--- config.mk ---
export PLATFORM = sky130hd
export DESIGN_NAME = spi_leader_arb
export DESIGN_NICKNAME = d
export VERILOG_FILES = /design/src/rtl/spi_leader_arb.sv
export SDC_FILE = /design/constraint.sdc
export NUM_CORES = 1
export LEC_CHECK = 0
export ABC_CLOCK_PERIOD_IN_PS = 7150
export CORE_MARGIN = 5
export CORE_UTILIZATION = 35
export DETAILED_ROUTE_END_ITERATION = 6
export GPL_ROUTABILITY_DRIVEN = 0
export GPL_TIMING_DRIVEN = 0
export PLACE_DENSITY = 0.6
export SKIP_LAST_GASP = 1
export SLEW_MARGIN = 10
export SYNTH_ARGS = -nofsm -noshare
export SYNTH_HDL_FRONTEND = slang
export SYNTH_SLANG_ARGS = --single-unit
export TNS_END_PERCENT = 100
--- constraint.sdc ---
create_clock -name clk -period 7.15 [get_ports clk]
set_input_delay 1.7875 -clock clk [delete_from_list [all_inputs] [get_ports clk]]
set_output_delay 1.7875 -clock clk [all_outputs]
set_load 0.01 [all_outputs]
--- src/rtl/spi_leader_arb.sv ---
// Round-robin SPI leader (mode 0, LSB first) sharing one bus among NUM_REQ requesters,
// each with its own chip select. All outputs are registered.
module spi_leader_arb #(
  parameter  int NUM_REQ  = 4,
  parameter  int DATA_LEN = 8,
  parameter  int CLK_DIV  = 4,
  localparam int ID_W     = (NUM_REQ > 1) ? $clog2(NUM_REQ) : 1,
  localparam int BIT_W    = $clog2(DATA_LEN) + 1
) (
  input  logic                         clk,
  input  logic                         rst,
  input  logic [NUM_REQ-1:0]           req,
  input  logic [NUM_REQ*DATA_LEN-1:0]  req_data,
  output logic [NUM_REQ-1:0]           gnt,
  output logic                         rsp_valid,
  output logic [ID_W-1:0]              rsp_id,
  output logic [DATA_LEN-1:0]          rsp_data,
  output logic                         busy,
  output logic                         sclk,
  output logic                         mosi,
  input  logic                         miso,
  output logic [NUM_REQ-1:0]           cs_n
);

  typedef enum logic [2:0] {
    S_IDLE,
    S_SETUP,
    S_SHIFT,
    S_HOLD,
    S_GAP
  } state_t;

  localparam logic [7:0]       DIV      = 8'(CLK_DIV);
  localparam logic [7:0]       DIV_M1   = 8'(CLK_DIV - 1);
  localparam logic [BIT_W-1:0] LAST_BIT = BIT_W'(DATA_LEN - 1);

  state_t              r_state;
  logic [7:0]          r_cnt;
  logic [BIT_W-1:0]    r_bits;
  logic [ID_W-1:0]     r_ptr;
  logic [ID_W-1:0]     r_win;
  logic [DATA_LEN-1:0] r_tx;
  logic [DATA_LEN-1:0] r_rx;
  logic [NUM_REQ-1:0]  r_gnt;
  logic [NUM_REQ-1:0]  r_cs_n;
  logic                r_rsp_valid;
  logic [ID_W-1:0]     r_rsp_id;
  logic [DATA_LEN-1:0] r_rsp_data;
  logic                r_busy;
  logic                r_sclk;
  logic                r_mosi;

  logic                w_any;
  logic [ID_W-1:0]     w_pick;
  logic [ID_W:0]       w_idx;
  logic [ID_W-1:0]     w_next_ptr;
  logic [NUM_REQ-1:0]  w_pick_oh;
  logic [DATA_LEN-1:0] w_pick_data;

  // First requesting index at or above the pointer, wrapping past NUM_REQ-1.
  always_comb begin
    w_any  = 1'b0;
    w_pick = '0;
    w_idx  = '0;
    for (int i = 0; i < NUM_REQ; i++) begin
      w_idx = {1'b0, r_ptr} + (ID_W+1)'(i);
      if (w_idx >= (ID_W+1)'(NUM_REQ)) w_idx = w_idx - (ID_W+1)'(NUM_REQ);
      if (!w_any && req[w_idx[ID_W-1:0]]) begin
        w_any  = 1'b1;
        w_pick = w_idx[ID_W-1:0];
      end
    end
  end

  always_comb begin
    w_pick_data = '0;
    for (int i = 0; i < NUM_REQ; i++) begin
      if (w_pick == ID_W'(i)) w_pick_data = req_data[i*DATA_LEN +: DATA_LEN];
    end
    w_pick_oh  = NUM_REQ'(1) << w_pick;
    w_next_ptr = (w_pick == ID_W'(NUM_REQ - 1)) ? '0 : w_pick + 1'b1;
  end

  // NOTE: every register here is assigned with <= so all branches see the
  // pre-edge values (e.g. mosi takes r_tx[1] while r_tx itself shifts).
  always_ff @(posedge clk or posedge rst) begin
    if (rst) begin
      r_state     <= S_IDLE;
      r_cnt       <= '0;
      r_bits      <= '0;
      r_ptr       <= '0;
      r_win       <= '0;
      r_tx        <= '0;
      r_rx        <= '0;
      r_gnt       <= '0;
      r_cs_n      <= '1;
      r_rsp_valid <= 1'b0;
      r_rsp_id    <= '0;
      r_rsp_data  <= '0;
      r_busy      <= 1'b0;
      r_sclk      <= 1'b0;
      r_mosi      <= 1'b0;
    end else begin
      r_gnt       <= '0;
      r_rsp_valid <= 1'b0;
      case (r_state)
        S_IDLE: begin
          if (w_any) begin
            r_gnt   <= w_pick_oh;
            r_win   <= w_pick;
            r_ptr   <= w_next_ptr;
            r_tx    <= w_pick_data;
            r_rx    <= '0;
            r_cnt   <= '0;
            r_bits  <= '0;
            r_state <= S_SETUP;
          end
        end
        // r_cnt enters at 0 on the first SETUP cycle, so the first rise lands CLK_DIV cycles after CS falls.
        S_SETUP: begin
          r_busy <= 1'b1;
          r_cs_n <= ~(NUM_REQ'(1) << r_win);
          r_mosi <= r_tx[0];
          if (r_cnt == DIV) begin
            r_sclk  <= 1'b1;
            r_rx    <= {miso, r_rx[DATA_LEN-1:1]};
            r_cnt   <= 8'd1;
            r_state <= S_SHIFT;
          end else begin
            r_cnt <= r_cnt + 8'd1;
          end
        end
        S_SHIFT: begin
          if (r_cnt != DIV) begin
            r_cnt <= r_cnt + 8'd1;
          end else begin
            r_cnt <= 8'd1;
            if (!r_sclk) begin
              r_sclk <= 1'b1;
              r_rx   <= {miso, r_rx[DATA_LEN-1:1]};
            end else begin
              r_sclk <= 1'b0;
              if (r_bits == LAST_BIT) begin
                r_mosi  <= 1'b0;
                r_state <= S_HOLD;
              end else begin
                r_tx   <= r_tx >> 1;
                r_mosi <= r_tx[1];
                r_bits <= r_bits + 1'b1;
              end
            end
          end
        end
        S_HOLD: begin
          if (r_cnt == DIV) begin
            r_cs_n      <= '1;
            r_rsp_valid <= 1'b1;
            r_rsp_id    <= r_win;
            r_rsp_data  <= r_rx;
            r_cnt       <= 8'd1;
            r_state     <= S_GAP;
          end else begin
            r_cnt <= r_cnt + 8'd1;
          end
        end
        S_GAP: begin
          // Leaving one cycle early lets the IDLE grant land CLK_DIV cycles after rsp_valid.
          if (r_cnt == DIV_M1) begin
            r_busy  <= 1'b0;
            r_state <= S_IDLE;
          end else begin
            r_cnt <= r_cnt + 8'd1;
          end
        end
        default: r_state <= S_IDLE;
      endcase
    end
  end

  assign gnt       = r_gnt;
  assign rsp_valid = r_rsp_valid;
  assign rsp_id    = r_rsp_id;
  assign rsp_data  = r_rsp_data;
  assign busy      = r_busy;
  assign sclk      = r_sclk;
  assign mosi      = r_mosi;
  assign cs_n      = r_cs_n;

  a_cs_onehot0: assert property (@(posedge clk) disable iff (rst) $onehot0(~r_cs_n));
  a_gnt_onehot0: assert property (@(posedge clk) disable iff (rst) $onehot0(r_gnt));
  a_gnt_rsp_excl: assert property (@(posedge clk) disable iff (rst) !((|r_gnt) && r_rsp_valid));

endmodule

=== Word-level counts from Yosys, hierarchy flattened ===
Index checks and enable logic that the tools add are counted.

* Eq/ne operators: 21
* $add $sub $neg: 10
* Shift-type cells: 2
* Magnitude comparators: 8
* Reductions and logical operators: 25
* Bitwise gates (word level): 1
* Mux-type cells: 68

{| class="wikitable"
|+ Operators with widths
! cell !! count
|-
| 2-to-1 mux 8 bit || 15
|-
| case mux 8 bit (4 select lines) || 1
|-
| 2-to-1 mux 4 bit || 7
|-
| case mux 8 bit (3 select lines) || 1
|-
| 2-to-1 mux 3 bit || 7
|-
| != test 2 bit, second input constant || 10
|-
| 2-to-1 mux 2 bit || 9
|-
| 2-to-1 mux 1 bit || 17
|-
| case mux 4 bit (2 select lines) || 2
|-
| case mux 8 bit (2 select lines) || 1
|-
| case mux 3 bit (5 select lines) || 1
|-
| less-than comparator 2 x 3 -> 1 bit, second input constant || 4
|-
| AND reduction 5 bit || 2
|-
| greater-or-equal comparator 3 bit, second input constant || 3
|-
| AND reduction 3 bit || 3
|-
| adder 8 x 1 -> 8 bit, second input constant || 1
|-
| binary-select mux 1 bit (select 2 bit) || 4
|-
| equality test 8 x 2 -> 1 bit, second input constant || 1
|-
| equality test 8 x 3 -> 1 bit, second input constant || 1
|-
| != test 8 x 3 -> 1 bit, second input constant || 1
|-
| AND reduction 2 bit || 4
|-
| nonzero test 2 bit || 4
|-
| << shifter 1 x 2 -> 4 bit, first input constant || 2
|-
| subtractor 2 x 1 -> 2 bit, second input constant || 4
|-
| other kinds (21) || 30
|}

* Register bits: 57
* Output and inout bits: 22
* Bits of input ports: 39

=== Depth between registers and ports, before layout ===
Gate-level depths: netlist of the first run.

* Depth in word-level cells: 21
* Gate-level depth with buffers: 11
* Gate-level depth less buffers: 9

=== Least setup slack after synthesis of the first run ===
No wires, ideal clock.

* Path type: input-to-reg
* Start point: input port req[2]
* End point: register r_tx[0]
* Buffers on the path: 1
* Cell stages on the path: 9
* Required time: 7086 ps
* Data arrival time: 3721 ps
* Library setup time: 64 ps
* Setup slack: 3365 ps
* Cells stage by stage: a22o_1 a221oi_1 and2_1 ha_1 clkbuf_1 a21oi_1 a221o_1 a31oi_1 mux2_2

* Cells in the longest elaborated chain, start to end: 19
* Elaborated cells between the ends (all ways): 34

{| class="wikitable"
|+ Ends and longest elaborated chain
! element !! RTL line !! source
|-
| start: declaration || 12 || <nowiki>input logic [NUM_REQ-1:0] req,</nowiki>
|-
| binary-select mux 1 bit (select 2 bit) || 68 || <nowiki>if (!w_any && req[w_idx[ID_W-1:0]]) begin</nowiki>
|-
| 2-to-1 mux 1 bit (implied by the code) || 68 ||
|-
| 2-to-1 mux 1 bit || 68 ||
|-
| zero test 1 bit || 68 ||
|-
| logical AND 1 bit || 68 ||
|-
| 2-to-1 mux 1 bit || 68 ||
|-
| zero test 1 bit || 68 ||
|-
| logical AND 1 bit || 68 ||
|-
| (+2 left out) || n/a ||
|-
| logical AND 1 bit || 68 ||
|-
| 2-to-1 mux 2 bit (*) || 68 ||
|-
| via w_pick[0] || 54 || <nowiki>logic [ID_W-1:0] w_pick;</nowiki>
|-
| zero test 2 bit || 78 || <nowiki>if (w_pick == ID_W'(i)) w_pick_data = req_data[i*DATA_LEN +: DATA_LEN];</nowiki>
|-
| 2-to-1 mux 8 bit (3 in series) || 78 ||
|-
| 2-to-1 mux 8 bit (*) || 78 ||
|-
| 2-to-1 mux 8 bit (*) || 108 || <nowiki>if (w_any) begin</nowiki>
|-
| case mux 8 bit (2 select lines) (*) || 106 || <nowiki>case (r_state)</nowiki>
|-
| end signal: assignment || 112 || <nowiki>r_tx <= w_pick_data;</nowiki>
|-
| end signal: assignment || 147 || <nowiki>r_tx <= r_tx >> 1;</nowiki>
|-
| end: declaration || 42 || <nowiki>logic [DATA_LEN-1:0] r_tx;</nowiki>
|}

Mark *: on every way through the listed nets, which the timed path passes. The rest lies on a longest branch. The select of a mux whose other input is x is not followed.
A chain may end at the register's enable or synchronous reset.

=== Final worst setup path of the first run ===
* Start point: input port req[3]
* End point: register r_tx[0]

Same word-level chain as after synthesis.

==> results of run 1 <==
state kept, by name, summed over array words and instances, names as in the netlist:
name       cells
r_cnt          8
rsp_valid      1
r_bits         4
cs_n           4
r_rx           8
rsp_data       8
sclk           1
rsp_id         2
gnt            4
busy           1
r_tx           8
r_state        3
r_ptr          2
r_win          2
mosi           1
metal layers:
layer / vias up / routed length, um / GRT usage (%) / part of all wire (%)
met5: - / 0 / 0 / 0
met4: 0 / 73 / 5.27 / 0.94
met3: 5 / 217 / 2.25 / 2.8
met2: 47 / 3800 / 24.7 / 49
met1: 1353 / 3660 / 20.1 / 47
li1: 1329 / - / - / -
cell usage after synthesis (4+ instances only):
cell | number | area share, %
dfrtp_1 | 53 | 41
inv_1 | 29 | 3.4
a21oi_1 | 25 | 3.9
mux2_2 | 25 | 8.7
nand2_1 | 25 | 2.9
nor2_1 | 16 | 1.9
o21ai_0 | 15 | 2.3
clkbuf_1 | 12 | 1.4
nand3_1 | 10 | 1.6
nand3b_1 | 10 | 2.3
a221o_1 | 7 | 2.2
a31oi_1 | 7 | 1.4
ha_1 | 7 | 2.7
and2_1 | 6 | 1.2
a22oi_1 | 5 | 1.2
buf_2 | 5 | 0.78
mux2i_1 | 5 | 1.6
nor3_1 | 5 | 0.78
and3_1 | 4 | 0.78
dfstp_2 | 4 | 3.3
nand2b_1 | 4 | 0.78
o21bai_1 | 4 | 0.93
per-stage QoR:
step	instances	power (W)	hold slack [ns]	worst slack, ns
final	517	0.000750	0.502	2.67
after global routing	517	0.000781	0.524	2.31
after CTS	517	0.000760	0.508	2.71
after detailed placement	501	0.000388	0.492	2.38
after global placement	500	0.000386	0.487	2.40
after floorplan	329	0.000356	0.477	3.36
report_power, final:
group | total (W) | switching, W | internal (W)
clock | 0.000369 | 0.000137 | 0.000231
sequential | 0.000323 | 0.0000000573 | 0.000323
combinational | 0.0000585 | 0.0000259 | 0.0000326
total | 0.000750 | 0.000163 | 0.000586
cells by family after synthesis:
| family | Yosys count | share of synthesized area, % |
|---|---|---|
| AOI/OAI and AO/OA | 88 | 19.1 |
| xor gates and xnor gates | 2 | 1.13 |
| adders and majority gates | 7 | 2.72 |
| buffers and inverters | 47 | 5.67 |
| DFF | 57 | 44.4 |
| muxes | 30 | 10.3 |
| and+or+nand+nor | 98 | 16.7 |
final timing paths:
| kind | cells past startpoint | endpoint | startpoint |
|---|---|---|---|
| max | 11 | r_tx[0]$_DFFE_PP0P_ | req[3] |
| min | 1 | rsp_data[7]$_DFFE_PP0P_ | rsp_data[7]$_DFFE_PP0P_ |
| max reg2reg | 10 | r_tx[0]$_DFFE_PP0P_ | r_ptr[0]$_DFFE_PP0P_ |
| min reg2reg | 1 | rsp_data[7]$_DFFE_PP0P_ | rsp_data[7]$_DFFE_PP0P_ |
| max in group asynchronous | 3 | cs_n[2]$_DFFE_PP1P_ | rst |
| min in group asynchronous | 2 | gnt[0]$_DFF_PP0_ | rst |
cell type report:
| type | instances | area (sq um) |
|---|---|---|
| fillers | 883 | 4880 |
| multi-input cells | 225 | 1610 |
| flip-flops and latches | 57 | 1430 |
| repair buffers | 61 | 621 |
| well taps | 111 | 139 |
| clock buffers | 9 | 124 |
| clock inverters | 7 | 119 |
| inverters | 29 | 109 |
| plain buffers | 18 | 73.8 |
==> metrics.yaml, run 1 <==
floorplan:
  row_count: 35
  core_sq_um: 9110
  fp.dieH_um: 106
  initial_core_util_pct: 35.4
  dieArea_sq_um: 11200
  num_io_pins: 61
  die-width_um: 106
power_and_ir_drop:
  p_per_area_nw_per_um2: 177
  p_leak_nw: 1.89
  irDropWorstVdd_uv: 84.2
setup_path:
  critPathKind: "in2reg"
  cp_data_required_time_ns: 7.41
  regToRegSetupSlack_ns: 4.27
  cp-start-kind: "primary input"
  cp_max_fo: 10
  end_kind: "flop"
  slowest_delay_ns: 0.54
  critPathArrivalTime_ns: 4.74
  cp_top_family: "compound AO/OA/AOI/OAI gates"
  critPathSlowestCell: "clkdlybuf4s50_1"
  path_buf_inv: 3
  crit_chain: "clkdlybuf4s50_1 -> inv_1 -> a22o_1 -> a221oi_1 -> and2_1 -> ha_1 -> clkbuf_1 -> a21oi_1 -> a221o_1 -> a31oi_1 -> mux2_2"
logic_synthesis:
  ys.flop_type: "dfrtp_1"
  synthesis.area_sq_um: 3220
  syn-num-nets: 375
  synth_cell_type_count: 56
  synth_edf_count: 0
  avgSynthCellArea_sq_um: 9.79
  synthArstFlopShare_pct: 100
  synth_warnings: 0
  syn-instance-count: 329
  yosysSeqAreaShare_pct: 44.4
  ys_seq_elements: 57
routing:
  wl_mm: 7.75
  routedWlPerCell_um: 15.0
  drc_errors: 0
  ant_nets: 0
  drtIter0Drc: 143
  vias: 2734
  firstDrtPassIters: 4
  avgViaCountPerCell: 5.29
clock_tree:
  hold_buffers: 0
  cts_tree: "done"
  clock_latency_ns: 0.33
  cts_sinks: 57
  clkTransAtPathRegs_ns: 0.07
  cts_max_level: 3
  postCtsSetupRepairBufs: 0
  cts_resized: 0
  cts_root_buf: "clkbuf_8"
  clock_path_buffers: 2
  cts_buffers: 9
finish:
  design_area_sq_um: 4220
  antenna_cells: 0
  layout_common_cells: "clkdlybuf4s50_1 (60), dfrtp_1 (53), inv_1 (28)"
  drive_above_1_share_pct: 15.3
  syn_to_final_growth_pct: 31.1
  fin_nets: 447
  post-route-util_pct: 46.4
  final_common_cell: "clkdlybuf4s50_1"
global_routing:
  grt_pass1_wl_mm: 13.8
  first_global_vias: 2826
  track_usage_pct: 15.0
  grt_max_degree: 37
  grt.overflow.total: 0
  antenna_found_initial: 0
timing:
  drv_slew: 0
  min_period_ns: 4.48
  rsz0062_at_grt: "false"
  fin_skew_ns: 0.0109
  slew_headroom_pct: 35.9
  setup_tns_ns: 0
  fmax_mhz: 223
  post-route-period-util_pct: 62.7
  worst_slew_pin_slew_ns: 0.960
  setup_viol: 0
  finalHoldViolCount: 0
worst_hold_path:
  hp-class: "reg2reg"
flow_run:
  cap_viol_max_count: 0
place:
  dpl_cell_area_sq_um: 3980
  hpwl_mm: 5.82
  io_buffers: 60
status:
  status: "finished clean"
Note: power is estimated with default switching activity, not from simulation.
==> inputs of run 2 (changes only) <==
--- a/config.mk
+++ b/config.mk
@@ -5,7 +5,7 @@
 export SDC_FILE = /design/constraint.sdc
 export NUM_CORES = 1
 export LEC_CHECK = 0
-export ABC_CLOCK_PERIOD_IN_PS = 7150
+export ABC_CLOCK_PERIOD_IN_PS = 4300
 export CORE_MARGIN = 5
 export CORE_UTILIZATION = 35
 export DETAILED_ROUTE_END_ITERATION = 6
==> constraint.sdc (replaced) <==
create_clock -name clk -period 4.3 [get_ports clk]
set_input_delay 1.075 -clock clk [delete_from_list [all_inputs] [get_ports clk]]
set_output_delay 1.075 -clock clk [all_outputs]
set_load 0.01 [all_outputs]
==> results of run 2 <==
Same layout as run 1 (identical final DEF). Status: finished clean.
Main changes from that run: setup slack after placement 2.38 ns -> 0.242 ns; setup slack after layout 2.67 ns -> 0.532 ns; register-to-register setup slack 4.27 ns -> 1.42 ns; total power 0.000750 W -> 0.00125 W; worst IR drop on VDD 84.2 uV -> 140 uV
